<file path="config.mk">
export PLATFORM = sky130hd
export DESIGN_NAME = efpga_cmd_issuer
export DESIGN_NICKNAME = d
export VERILOG_FILES = /design/src/rtl/efpga_pkg.sv /design/src/rtl/efpga_timeout_cnt.sv /design/src/rtl/efpga_cmd_issuer.sv
export SDC_FILE = /design/constraint.sdc
export NUM_CORES = 1
export LEC_CHECK = 0
export ABC_AREA = 0
export CAP_MARGIN = 15
export CORE_ASPECT_RATIO = 1.2
export CORE_UTILIZATION = 30
export DETAILED_ROUTE_END_ITERATION = 10
export PLACE_DENSITY = 0.71
export SETUP_SLACK_MARGIN = 0.5
export SLEW_MARGIN = 20
export SYNTH_ARGS = -nofsm -noshare
export SYNTH_HDL_FRONTEND = slang
export SYNTH_SLANG_ARGS = --single-unit
export TNS_END_PERCENT = 20
</file>
<file path="constraint.sdc">
create_clock -name clk -period 3 [get_ports clk]
set_clock_uncertainty 0.05 [all_clocks]
set_input_delay 0.6 -clock clk [delete_from_list [all_inputs] [get_ports clk]]
set_output_delay 0.6 -clock clk [all_outputs]
set_load 0.05 [all_outputs]
</file>
<file path="src/rtl/efpga_pkg.sv">
// Shared types and constants for the eFPGA custom-instruction issue path.
package efpga_pkg;

    localparam int EFPGA_DW = 32;

    typedef enum logic [2:0] {
        ST_IDLE,
        ST_ISSUE,
        ST_WAIT,
        ST_RESP,
        ST_FLUSH
    } issuer_state_e;

    localparam logic [1:0] OP_A     = 2'b00;
    localparam logic [1:0] OP_B     = 2'b01;
    localparam logic [1:0] OP_C     = 2'b10;
    localparam logic [1:0] OP_WRITE = 2'b11;

    localparam logic [3:0] DELAY_WAIT_DONE = 4'hF;

endpackage

</file>
<file path="src/rtl/efpga_timeout_cnt.sv">
// Watchdog for the fabric wait: 16-bit saturating counter with clear,
// enable and a terminal-count flag at TIMEOUT_CYCLES-1.
module efpga_timeout_cnt
    import efpga_pkg::*;
#(
    parameter int TIMEOUT_CYCLES = 1024
) (
    input  logic clk,
    input  logic rst_n,
    input  logic clr_i,
    input  logic en_i,
    output logic tc_o
);

    localparam logic [15:0] TC_VAL = 16'(TIMEOUT_CYCLES - 1);

    logic [15:0] cnt_q;
    logic [15:0] cnt_d;

    // Next count: clear wins, otherwise count up while enabled and not saturated.
    always_comb begin
        cnt_d = cnt_q;
        if (clr_i) begin
            cnt_d = 16'd0;
        end else if (en_i && (cnt_q != 16'hFFFF)) begin
            cnt_d = cnt_q + 16'd1;
        end
    end

    // Counter register.
    always_ff @(posedge clk) begin
        if (!rst_n) begin
            cnt_q <= 16'd0;
        end else begin
            cnt_q <= cnt_d;
        end
    end

    assign tc_o = (cnt_q == TC_VAL);

endmodule

</file>
<file path="src/rtl/efpga_cmd_issuer.sv">
// Issue stage for eFPGA custom instructions: accepts one core request,
// drives operands to the fabric, pulses the result FSM enable, and returns
// the result (or a timeout error) to the core. After a timeout the issuer
// holds off new requests until the still-busy result FSM reports ready.
module efpga_cmd_issuer
    import efpga_pkg::*;
#(
    parameter int TIMEOUT_CYCLES = 1024
) (
    input  logic                clk,
    input  logic                rst_n,
    input  logic                req_valid_i,
    output logic                req_ready_o,
    input  logic [1:0]          req_op_i,
    input  logic [3:0]          req_delay_i,
    input  logic [EFPGA_DW-1:0] req_opa_i,
    input  logic [EFPGA_DW-1:0] req_opb_i,
    input  logic [EFPGA_DW-1:0] req_opc_i,
    output logic [EFPGA_DW-1:0] efpga_opa_o,
    output logic [EFPGA_DW-1:0] efpga_opb_o,
    output logic [EFPGA_DW-1:0] efpga_opc_o,
    output logic                en_o,
    output logic [1:0]          operator_o,
    output logic [3:0]          delay_o,
    input  logic                ready_i,
    input  logic [EFPGA_DW-1:0] endresult_i,
    output logic                rsp_valid_o,
    input  logic                rsp_ready_i,
    output logic [EFPGA_DW-1:0] rsp_data_o,
    output logic                rsp_err_o
);

    issuer_state_e       state_q, state_d;
    logic [EFPGA_DW-1:0] opa_q, opa_d;
    logic [EFPGA_DW-1:0] opb_q, opb_d;
    logic [EFPGA_DW-1:0] opc_q, opc_d;
    logic [1:0]          op_q, op_d;
    logic [3:0]          delay_q, delay_d;
    logic [EFPGA_DW-1:0] rsp_data_q, rsp_data_d;
    logic                rsp_err_q, rsp_err_d;
    logic                flush_q, flush_d;      // result FSM still busy after a timeout
    logic                late_rdy_q, late_rdy_d; // its ready seen while still in RESP
    logic                wd_tc;

    efpga_timeout_cnt #(
        .TIMEOUT_CYCLES(TIMEOUT_CYCLES)
    ) u_wdog (
        .clk   (clk),
        .rst_n (rst_n),
        .clr_i (state_q == ST_ISSUE),
        .en_i  (state_q == ST_WAIT),
        .tc_o  (wd_tc)
    );

    // Next-state and register updates for the issue/wait/respond sequence.
    always_comb begin
        state_d    = state_q;
        opa_d      = opa_q;
        opb_d      = opb_q;
        opc_d      = opc_q;
        op_d       = op_q;
        delay_d    = delay_q;
        rsp_data_d = rsp_data_q;
        rsp_err_d  = rsp_err_q;
        flush_d    = flush_q;
        late_rdy_d = late_rdy_q;

        case (state_q)
            ST_IDLE: begin
                if (req_valid_i) begin
                    opa_d   = req_opa_i;
                    opb_d   = req_opb_i;
                    opc_d   = req_opc_i;
                    op_d    = req_op_i;
                    delay_d = req_delay_i;
                    state_d = ST_ISSUE;
                end
            end
            ST_ISSUE: begin
                state_d = ST_WAIT;
            end
            ST_WAIT: begin
                // A real result beats a coincident timeout.
                if (ready_i) begin
                    rsp_data_d = endresult_i;
                    rsp_err_d  = 1'b0;
                    state_d    = ST_RESP;
                end else if (wd_tc) begin
                    rsp_data_d = '0;
                    rsp_err_d  = 1'b1;
                    flush_d    = 1'b1;
                    late_rdy_d = 1'b0;
                    state_d    = ST_RESP;
                end
            end
            ST_RESP: begin
                if (flush_q && ready_i) begin
                    late_rdy_d = 1'b1;
                end
                if (rsp_ready_i) begin
                    state_d = flush_q ? ST_FLUSH : ST_IDLE;
                end
            end
            ST_FLUSH: begin
                if (ready_i || late_rdy_q) begin
                    flush_d    = 1'b0;
                    late_rdy_d = 1'b0;
                    state_d    = ST_IDLE;
                end
            end
            default: begin
                state_d = ST_IDLE;
            end
        endcase
    end

    // State and datapath registers; reset drops any in-flight transaction.
    always_ff @(posedge clk) begin
        if (!rst_n) begin
            state_q    <= ST_IDLE;
            opa_q      <= '0;
            opb_q      <= '0;
            opc_q      <= '0;
            op_q       <= 2'b00;
            delay_q    <= 4'h0;
            rsp_data_q <= '0;
            rsp_err_q  <= 1'b0;
            flush_q    <= 1'b0;
            late_rdy_q <= 1'b0;
        end else begin
            state_q    <= state_d;
            opa_q      <= opa_d;
            opb_q      <= opb_d;
            opc_q      <= opc_d;
            op_q       <= op_d;
            delay_q    <= delay_d;
            rsp_data_q <= rsp_data_d;
            rsp_err_q  <= rsp_err_d;
            flush_q    <= flush_d;
            late_rdy_q <= late_rdy_d;
        end
    end

    assign req_ready_o = (state_q == ST_IDLE);
    assign en_o        = (state_q == ST_ISSUE);
    assign rsp_valid_o = (state_q == ST_RESP);
    assign efpga_opa_o = opa_q;
    assign efpga_opb_o = opb_q;
    assign efpga_opc_o = opc_q;
    assign operator_o  = op_q;
    assign delay_o     = delay_q;
    assign rsp_data_o  = rsp_data_q;
    assign rsp_err_o   = rsp_err_q;

endmodule

</file>
==> results.json, run 1 <==
{
  "status": "completed",
  "grt_max_degree": 103,
  "crit_slowest_cell": "clkdlybuf4s50_1",
  "hold_class": "reg2reg",
  "synth_cell_types": 37,
  "initialDrtViolationCount": 299,
  "min_delay_path_depth": 2,
  "synth.top_cell.area_share_pct": 52.97,
  "rows": 55,
  "placed_cell_area_mm2": 0.008931,
  "stdcell_area_mm2": 0.009507,
  "grt_usage_pct": 17.38,
  "final_cell_mix": "clkdlybuf4s50_1, nand2_1, dfxtp_1, a21oi_1, o21ai_0",
  "r2r-end": "u_wdog.cnt_q[9]$_SDFFE_PP0P_",
  "cp_max_fo": 7,
  "grt_setup_unrepaired": "true",
  "synth_area_leaders": "dfxtp_1, nand2_1, a21oi_1, a31oi_1, o21ai_0",
  "critPathKind": "reg2out",
  "required_ns": 2.35,
  "r2r_start": "state_q[1]$_SDFFE_PN0P_",
  "drive_above_1_share_pct": 4.976,
  "min_from": "efpga_opc_o[25]$_SDFFE_PN0P_",
  "synth_nets": 901,
  "antenna_found_initial": 1,
  "power.density_mw_per_mm2": 586.1,
  "synthArstFlopShare_pct": 0,
  "path_clk_slew_ns": 0.07,
  "final_max_slew_viol_count": 0,
  "ir_worst_vdd_mv": 0.3432,
  "layout.nets": 1152,
  "leakagePower_nw": 3.404,
  "cts_tree": "built",
  "synth_area_mm2": 0.005896,
  "setup.worst_path.start_class": "register",
  "hpwl_um": 12340,
  "cts_hold_buf": 0,
  "cts_buffer_depth": 2,
  "max_freq_mhz": 378.3,
  "grt_pass1_vias": 5585,
  "grt_first_pass_wirelength_um": 27550,
  "wl_per_cell_um": 14.12,
  "crit_path_start": "state_q[0]$_SDFFE_PN0P_",
  "critPathMaxStageDelay_ns": 0.88,
  "gp_congestion": 0.7750,
  "cp-end-kind": "output pin",
  "die_h_um": 155.6,
  "via_per_inst": 4.732,
  "drcViolationCount": 0,
  "fin_crit_ns": 2.643,
  "die-area_mm2": 0.02022,
  "setup_viol": 0,
  "wirelength_um": 18100,
  "maxCapViolCount": 0,
  "clock-root-buffer": "clkbuf_16",
  "synth-seq-cells": 156,
  "setup-tns-final_ns": 0,
  "tightest_slew_ns": 0.6121,
  "core_mm2": 0.01906,
  "synthCells": 761,
  "fin_util_pct": 49.87,
  "r2r_cells": 4,
  "clk_latency_ns": 0.42,
  "num_io_pins": 277,
  "avgSynthCellArea_um2": 7.747,
  "hold_violations": 0,
  "die-width_um": 130.0,
  "syn_to_final_growth_pct": 61.25,
  "ant_nets": 0,
  "crit_arrival_ns": 1.99,
  "numCtsBuffers": 17,
  "overflow": 0,
  "r2r_slack_ns": 0.74,
  "io_buffers": 276,
  "drtPass1Iterations": 6,
  "min_period_over_period_pct": 88.11,
  "synth-edff-count": 0,
  "final_common_cell": "clkdlybuf4s50_1",
  "start_util_pct": 30.93,
  "routed-via-count": 6066,
  "ys_seq_area_share_pct": 52.97,
  "holdPathEnd": "efpga_opc_o[25]$_SDFFE_PN0P_",
  "clkSinkCount": 156,
  "htreeDepth": 4,
  "yosys_most_used_dff": "dfxtp_1",
  "yosysTopAreaCell": "dfxtp_1",
  "crit_chain": "and3b_1, clkdlybuf4s50_1",
  "max-slew-margin-rel_pct": 59.19,
  "yosysWarnings": 0
}
-- how the worst max path moves through the flow --
stage                                               end  slack (ns)  cells past startpoint
after detailed placement                    req_ready_o        0.67                      2
after global routing                        rsp_valid_o        0.27                      2
after CTS                                          en_o        0.27                      2
final                                       rsp_valid_o        0.36                      2
after global placement                      req_ready_o        0.72                      2
after floorplan           u_wdog.cnt_q[13]$_SDFFE_PP0P_        0.53                      4
-- per-layer routing --
layer | track usage (%) | vias up | share of wire, %
met2 | 29.64 | 207 | 49
met4 | 7.087 | 0 | 2.0
met5 | 0 | - | 0
met3 | 6.447 | 23 | 8.0
li1 | - | 3084 | -
met1 | 19.35 | 2752 | 41
-- worst max-delay path, delay by kind of cell, from the launching register on --
| family | cells | cell delay, ns |
|---|---|---|
| simple gates | 1 | 0.24 |
| buf+inv | 1 | 0.88 |
| flops | 1 | 0.44 |
-- power breakdown --
group	switching (W)	internal (W)
clock network	0.000914	0.00118
logic	0.000762	0.000464
registers	0.0000586	0.00219
total	0.00173	0.00384
-- cells in the mapped netlist (6+ instances only) --
| library cell | instances |
|---|---|
| a21oi_1 | 117 |
| a31oi_1 | 32 |
| clkbuf_1 | 52 |
| dfxtp_1 | 156 |
| nand2_1 | 252 |
| nand4_1 | 6 |
| nor2_1 | 37 |
| o21ai_0 | 40 |
| or3_1 | 7 |
| or4_1 | 7 |
-- final cells by class --
cell class | count | area [um2]
Antenna cell | 1 | 2.502
Clock buffer | 19 | 442.9
Clock inverter | 13 | 128.9
Fill cell | 1835 | 9555
Inverter | 5 | 18.77
Multi-Input combinational cell | 543 | 2559
Sequential cell | 156 | 3123
Tap cell | 256 | 320.3
Timing Repair Buffer | 289 | 2912
-- kinds of logic (layout without fill, tap and decap cells) --
logic type,count (synthesis),in the layout,synth area share [%]
adders and majority gates,1,1,0.2122
DFF,156,156,52.97
buffers and inverters,62,326,3.969
AOI/OAI and AO/OA,206,206,19.16
other,0,1,0
and+or+nand+nor,336,336,23.68
-- registers in the layout, indices dropped and copies added, names as in the netlist --
name          flops
rsp_data_o       32
efpga_opa_o      32
late_rdy_q        1
rsp_err_o         1
operator_o        2
efpga_opb_o      32
u_wdog.cnt_q     16
delay_o           4
state_q           3
flush_q           1
efpga_opc_o      32
-- what timing repair did --
item                       in CTS  in global routing
setup endpoints to repair       3                  3
buffers inserted                0                  0
resized for setup               1                  1
-- metrics by stage --
stage	hold slack [ns]	total power, W	setup slack, ns	std cells
finish	0.4018	0.005571	0.3568	1282
global route	0.4154	0.005813	0.2720	1282
CTS	0.4046	0.005648	0.2689	1281
detailed placement	0.3956	0.003532	0.6676	1249
global placement	0.3907	0.003520	0.7176	1249
floorplan	0.3982	0.003003	0.5348	761
Power figures use the tool's default switching activity.
==> run 2, diff against run 1 <==
--- a/config.mk
+++ b/config.mk
@@ -16,4 +16,4 @@
 export SYNTH_ARGS = -nofsm -noshare
 export SYNTH_HDL_FRONTEND = slang
 export SYNTH_SLANG_ARGS = --single-unit
-export TNS_END_PERCENT = 20
+export TNS_END_PERCENT = 10
==> results of run 2 <==
Final layout, timing and power as in run 1 (identical DEF).
